--- src/rtl/note_chart_sequencer.sv ---
//------------------------------------------------------------------------------
// note_chart_sequencer: walks a {delta,mask} note chart in external sync ROM and
// pulses noteStart on the due game tick. Optional looping: NOTE_CHART_LOOP_EN.
// Revision: 1.0
//------------------------------------------------------------------------------
`default_nettype none

module note_chart_sequencer #(
  parameter int COLS    = 5,
  parameter int ADDR_W  = 8,
  parameter int DELTA_W = 8
) (
  input  logic                    Clk,
  input  logic                    reset,
  input  logic                    start,
  input  logic                    pause,
  input  logic                    gameTick,
  input  logic [DELTA_W+COLS-1:0] chartData,
  output logic [ADDR_W-1:0]       chartAddr,
  output logic [COLS-1:0]         noteStart,
  output logic                    songActive,
  output logic                    songDone,
  output logic [ADDR_W-1:0]       noteCount
);

`ifdef NOTE_CHART_LOOP_EN
  localparam bit LOOP_EN = 1'b1;
`else
  localparam bit LOOP_EN = 1'b0;
`endif

  typedef enum logic [2:0] {
    S_IDLE  = 3'd0,
    S_FETCH = 3'd1,
    S_WAIT  = 3'd2,
    S_COUNT = 3'd3,
    S_EMIT  = 3'd4,
    S_DONE  = 3'd5
  } state_t;

  state_t               r_state;
  state_t               w_next;
  logic [DELTA_W-1:0]   r_ticksLeft;
  logic                 r_tickPend;
  logic [COLS-1:0]      r_mask;

  logic [DELTA_W-1:0]   w_delta;
  logic [COLS-1:0]      w_mask;
  logic                 w_tick;
  logic                 w_step;
  logic                 w_last;
  logic                 w_end;
  logic                 w_addrLast;

  assign w_delta    = chartData[DELTA_W+COLS-1:COLS];
  assign w_mask     = chartData[COLS-1:0];
  assign w_tick     = gameTick & ~pause;
  assign w_step     = r_tickPend | w_tick;
  assign w_last     = (r_ticksLeft == DELTA_W'(1));
  assign w_end      = (w_delta == '0) && (w_mask == '0);
  assign w_addrLast = &chartAddr;

  always_comb begin
    w_next = r_state;
    case (r_state)
      S_IDLE:  if (start) w_next = S_FETCH;
      S_FETCH: w_next = S_WAIT;
      S_WAIT: begin
        if (w_end)               w_next = LOOP_EN ? S_FETCH : S_DONE;
        else if (w_delta == '0)  w_next = S_EMIT;
        else                     w_next = S_COUNT;
      end
      S_COUNT: if (w_step && w_last) w_next = S_EMIT;
      S_EMIT:  w_next = (w_addrLast && !LOOP_EN) ? S_DONE : S_FETCH;
      S_DONE:  if (!start) w_next = S_IDLE;
      default: w_next = S_IDLE;
    endcase
  end

  always_ff @(posedge Clk or posedge reset) begin
    if (reset) begin
      r_state     <= S_IDLE;
      chartAddr   <= '0;
      noteStart   <= '0;
      songActive  <= 1'b0;
      songDone    <= 1'b0;
      noteCount   <= '0;
      r_ticksLeft <= '0;
      r_tickPend  <= 1'b0;
      r_mask      <= '0;
    end else begin
      r_state   <= w_next;
      noteStart <= '0;
      case (r_state)
        S_IDLE: begin
          if (start) begin
            chartAddr  <= '0;
            noteCount  <= '0;
            songActive <= 1'b1;
            r_tickPend <= 1'b0;
          end
        end
        S_FETCH: if (w_tick) r_tickPend <= 1'b1;
        S_WAIT: begin
          if (w_tick) r_tickPend <= 1'b1;
          r_mask <= w_mask;
          if (w_end) begin
            if (LOOP_EN) begin
              chartAddr <= '0;
              noteCount <= '0;
            end else begin
              songActive <= 1'b0;
              songDone   <= 1'b1;
            end
          end else if (w_delta == '0) begin
            noteStart <= w_mask;
          end else begin
            r_ticksLeft <= w_delta;
          end
        end
        S_COUNT: begin
          // A pending tick is spent first; a coincident live tick stays pending.
          if (r_tickPend) begin
            r_tickPend  <= w_tick;
            r_ticksLeft <= r_ticksLeft - DELTA_W'(1);
          end else if (w_tick) begin
            r_ticksLeft <= r_ticksLeft - DELTA_W'(1);
          end
          if (w_step && w_last) noteStart <= r_mask;
        end
        S_EMIT: begin
          if (w_tick) r_tickPend <= 1'b1;
          if (noteCount != '1) noteCount <= noteCount + ADDR_W'(1);
          if (w_addrLast) begin
            if (LOOP_EN) begin
              chartAddr <= '0;
              noteCount <= '0;
            end else begin
              songActive <= 1'b0;
              songDone   <= 1'b1;
            end
          end else begin
            chartAddr <= chartAddr + ADDR_W'(1);
          end
        end
        S_DONE: if (!start) songDone <= 1'b0;
        default: ;
      endcase
    end
  end

endmodule

`default_nettype wire

--- config.mk ---
export PLATFORM = sky130hd
export DESIGN_NAME = note_chart_sequencer
export DESIGN_NICKNAME = d
export VERILOG_FILES = /design/src/rtl/note_chart_sequencer.sv
export SDC_FILE = /design/constraint.sdc
export NUM_CORES = 1
export LEC_CHECK = 0
export BUFFER_PORTS_ARGS = -buffer_cell sky130_fd_sc_hd__buf_2
export CAP_MARGIN = 20
export CORE_ASPECT_RATIO = 2
export CORE_UTILIZATION = 33
export DETAILED_ROUTE_END_ITERATION = 7
export GPL_ROUTABILITY_DRIVEN = 0
export HOLD_SLACK_MARGIN = 0.03
export SLEW_MARGIN = 20
export SYNTH_ARGS = -nofsm -noshare
export SYNTH_HDL_FRONTEND = slang
export SYNTH_SLANG_ARGS = --single-unit
--- constraint.sdc ---
create_clock -name Clk -period 2 [get_ports Clk]
set_input_delay 0 -clock Clk [delete_from_list [all_inputs] [get_ports Clk]]
set_output_delay 0 -clock Clk [all_outputs]
set_load 0.01 [all_outputs]
# After elaboration in Yosys (flattened, before gate mapping)
# Index checks and enable logic that the tools add are counted.
# Widths: inputs -> output; s select.
[op_classes]
bitwise_logic = 3
addsub = 3
n_mux = 33
eq_ne = 18
reduce_logical = 19
[ops]
columns = ["operator", "count"]
rows = [
  ["$mux 8", 7],
  ["$pmux 8 s2", 3],
  ["$mux 3", 6],
  ["$ne 2x2->1 const B", 9],
  ["$pmux 3 s6", 1],
  ["$add 8x1->8 const B", 2],
  ["$mux 5", 3],
  ["$reduce_and 3->1", 4],
  ["$reduce_and 4->1", 3],
  ["$pmux 5 s2", 1],
  ["$mux 1", 9],
  ["$pmux 1 s3", 3],
  ["$reduce_bool 3->1", 3],
  ["$eq 8x1->1 const B", 1],
  ["$logic_not 8->1", 1],
  ["$ne 8x8->1 const B", 1],
  ["$reduce_and 8->1", 1],
  ["$sub 8x1->8 const B", 1],
  ["$eq 3x2->1 const B", 2],
  ["$eq 3x3->1 const B", 2],
  ["$logic_not 5->1", 1],
  ["$reduce_bool 2->1", 2],
  ["$eq 3x1->1 const B", 1],
  ["$logic_not 3->1", 1],
  ["7 further kinds", 8],
]
[word_totals]
elab_cells = 85
out_inout_bits = 23
register_bits = 40

# Longest topological paths before layout
[depth]
depth_word = 6
ltp_mapped = 6
ltp_nobuf = 6

# Worst setup path after synthesis
# OpenSTA, ideal clock, no wires.
[synth_timing]
path_type = "register -> register"
startpoint = "register r_state[0]"
endpoint = "register noteCount[0]"
n_path_buf = 2
slack_ps = 66
setup_ps = 125
synth_period_minus_slack_ps = 1934
arrival_ps = 1809
required_ps = 1875
path_stages_with_launch = 7
cell_sequence = "dfrtp_1 -> buf_6 -> or3b_1 -> buf_2 -> or3b_4 -> nand2_1 -> mux2_2"
[synth_via]
elab_chain_cells = 3
elab_cells_between_ends = 7
cone_classes = "eq/ne (3); mux (1); reduce/logical (3)"
[synth_rtl]
columns = ["item", "line_no", "text"]
rows = [
  ["start, declared", "41", "state_t r_state;"],
  ["start signal, assigned", "92", "r_state <= w_next;"],
  ["$eq 3x3->1 or $logic_not 3->1 (tied branches)", "94", "case (r_state)"],
  ["$ne 2x2->1 (no source line) or $reduce_bool 2->1 (tied branches)", "n/a", ""],
  ["$reduce_and 3->1 (no source line)", "n/a", ""],
  ["end signal, assigned", "133", "if (noteCount != '1) noteCount <= noteCount + ADDR_W'(1);"],
  ["end, declared", "23", "output logic [ADDR_W-1:0] noteCount"],
]
# Several ways; a longest one is shown, not always the timed one.
# A chain may end at the register's enable or synchronous reset.

# Worst setup path in the final report
[layout_timing]
startpoint = "register noteCount[0]"
endpoint = "register noteCount[0]"
[layout_via]
elab_chain_cells = 3
elab_cells_between_ends = 6
cone_classes = "add/sub (1); eq/ne (2); mux (2); reduce/logical (1)"
[layout_rtl]
columns = ["item", "line_no"]
rows = [
  ["$add 8x1->8 or $ne 8x8->1 (tied branches)", "133"],
  ["$mux 8 or $ne 2x2->1 (tied branches)", "n/a"],
  ["$pmux 8 s2 or $reduce_and 3->1 (tied branches)", "n/a"],
]
# Several ways; a longest one is shown, not always the timed one. The select of a mux whose other input is x is not followed.

==> reports/metrics.cfg <==
[layout]
fin_nets = 338
syn2layout_area_growth_pct = 30.8
fin_area_sq_um = 2950
drive_gt1_frac = 0.281
n_antenna_cell = 0

[global_routing]
grt_use_total = 0.191
grt_antenna_before_repair = 0
grt_overflow = 0
grt_pass1_vias = 2285
grt_max_degree = 41
grt_first_pass_wirelength_microns = 10200

[die]
die_area_sq_um = 7180
die_w_microns = 60.4
coreArea_sq_um = 6620
rows = 42
io_pins = 41
die-height_microns = 119
initial_utilization = 0.340

[clock_network]
clock-sinks = 40
insertion_delay_ns = 0.29
cts-htree-levels = 2
clkTransAtPathRegs_ns = 0.06
clk_path_buf_depth = 2
cts_tree = yes
cts_root_buffer = clkbuf_16
cts_buffers = 5

[placement]
placed_cell_area_sq_um = 2700
portBuffers = 40
hpwlAfterDp_microns = 4720

[synth]
yosysTopAreaCell = dfrtp_1
synth_top_area_frac = 0.444
synthTopCellsByArea = dfrtp_1 44%, nand2_1 5.8%, nor2_1 3.5%
yosysWarnings = 0
synth_nets = 267
ys_ff_latch = 40
synth_seq_area_share = 0.444
synthCells = 245
synth_area_sq_um = 2250
synth_edf_count = 0
synthFlopType = dfrtp_1
synth.avg_cell_area_sq_um = 9.19
yosysUniqueCellTypes = 61
synthArstFlopShare = 1.00
synth_most_common_cell = dfrtp_1
netlist_top_cells_count = 40 x dfrtp_1, 35 x nand2_1, 21 x nor2_1

[timing]
fin_skew_ns = 0.00625
post-route-min-period_ns = 1.92
relSlewSlack = 0.599
setup_viol = 0
rsz0062_at_grt = false
final_max_slew_viol_count = 0
max_freq_ghz = 0.521
hold_violations = 0
max_slew.worst_pin.slew_ns = 0.597
post-route-period-util = 0.960
fin_tns_setup_ns = 0

[worst_setup_path]
crit_start = noteCount[0]
critPathBufInv = 0
cp.arrival_ns = 2.09
critPathCaptureType = register
rr_startpoint = noteCount[0]
crit_required_ns = 2.17
cp_slowest_cell = dfrtp_1
cp_num_cells = 5
cp_cell_sequence = ha_1 > and4_2 > or3b_4 > nand2_1 > mux2_2
startpoint_type = register
crit_path_max_incr_delay_ns = 0.42
reg2regPathDepth = 5
critPathMaxFanout = 6
path_delay_family = simple AND/OR/NAND/NOR gates
path_class = register to register

[drt]
vias = 2178
wire_per_inst_microns = 15.1
wirelength_microns = 6130
via_per_inst = 5.38
dr.pass1.iters = 4
drt-initial-drc-count = 79
drtAntennaViolNets = 0
drc = 0

[power_and_ir_drop]
leakage_nw = 1.33
total_power_mw = 3.77
peakVddDrop_mv = 0.630
power_density_nw_per_um2 = 1280

[min_path]
min_from = chartData[8]
hold_class = primary input to register
hold_path_depth = 3

[run_status]
status = finished, final reports clean

[flow_run]
max_cap_violations = 0

-- timing repair --
action                                  CTS  global route
buffers inserted                          0             0
endpoints found under the hold margin    53             0
hold buffers                              9             0
resized for setup                         0             3
endpoints found under the setup margin    0             2
-- final cells by class --
type                            count  area (sq um)
Timing Repair Buffer               74           478
Inverter                            8          30.0
Multi-Input combinational cell    187          1180
Tap cell                           88           110
Clock buffer                        5           125
Clock inverter                      3          23.8
Sequential cell                    40          1000
Fill cell                         724          3680
-- tightest hold or removal path, stage by stage --
cell     delay, ns
buf_2         0.10
a21oi_1       0.06
o22ai_1       0.11
-- kinds of logic after synthesis --
kind of cell             share of synthesized area
AO/OA/AOI/OAI                                0.229
adder cells (fa/ha/maj)                     0.0222
buffers and inverters                       0.0356
flip-flops                                   0.444
multiplexers                                0.0194
AND/OR/NAND/NOR                              0.249
-- through the flow --
| stage | cells | setup slack (ns) | hold WS (ns) | util |
|---|---|---|---|---|
| global placement | 388 | 0.108 | 0.162 | 0.408 |
| CTS | 405 | 0.0668 | 0.0337 | 0.444 |
| global route | 405 | 0.00431 | 0.0728 | 0.445 |
| finish | 405 | 0.0790 | 0.0322 | 0.445 |
| detailed placement | 388 | 0.0703 | 0.164 | 0.408 |
| floorplan | 245 | 0.0663 | 0.105 | - |
-- path summary, 6_finish.rpt --
path,to,slack (ns)
worst max-delay path,noteCount[0],0.08
worst min-delay path,r_ticksLeft[3],0.03
worst max register to register,noteCount[0],0.08
worst min register to register,r_mask[0],0.49
max in group asynchronous,chartAddr[2],1.25
min in group asynchronous,noteStart[4],0.39
-- registers in the layout (all words and copies together), names as in the netlist --
signal and flops:
r_mask 5, noteCount 8, r_ticksLeft 8, r_tickPend 1, songActive 1, chartAddr 8, noteStart 5, songDone 1
r_state 3
-- power by group --
group	switching, mW	internal [mW]	total [mW]
clock network	0.340	0.464	0.804
registers	0.300	1.09	1.39
logic	0.856	0.716	1.57
-- cells in the final DEF (no fill, tap or decap), types with 5 or more instances in the layout --
| master | netlist | layout |
|---|---|---|
| buf_4 | 0 | 25 |
| a31oi_1 | 6 | 6 |
| dlygate4sd3_1 | 0 | 9 |
| a21oi_1 | 9 | 9 |
| nor2_1 | 21 | 21 |
| nand3_1 | 11 | 11 |
| nor3_1 | 5 | 5 |
| clkbuf_16 | 0 | 5 |
| o21ai_0 | 14 | 14 |
| inv_1 | 8 | 8 |
| buf_2 | 4 | 40 |
| nand2_1 | 35 | 35 |
| a22o_1 | 7 | 7 |
| dfrtp_1 | 40 | 40 |
-- routing by layer --
metal / vias to the layer above / part of all wire / global-route usage
met5: - / 0 / 0
met2: 49 / 0.59 / 0.355
met3: 21 / 0.028 / 0.0358
li1: 1066 / - / -
met4: 0 / 0.042 / 0.126
met1: 1042 / 0.34 / 0.173
No activity file was read; power rests on OpenSTA's default activity.
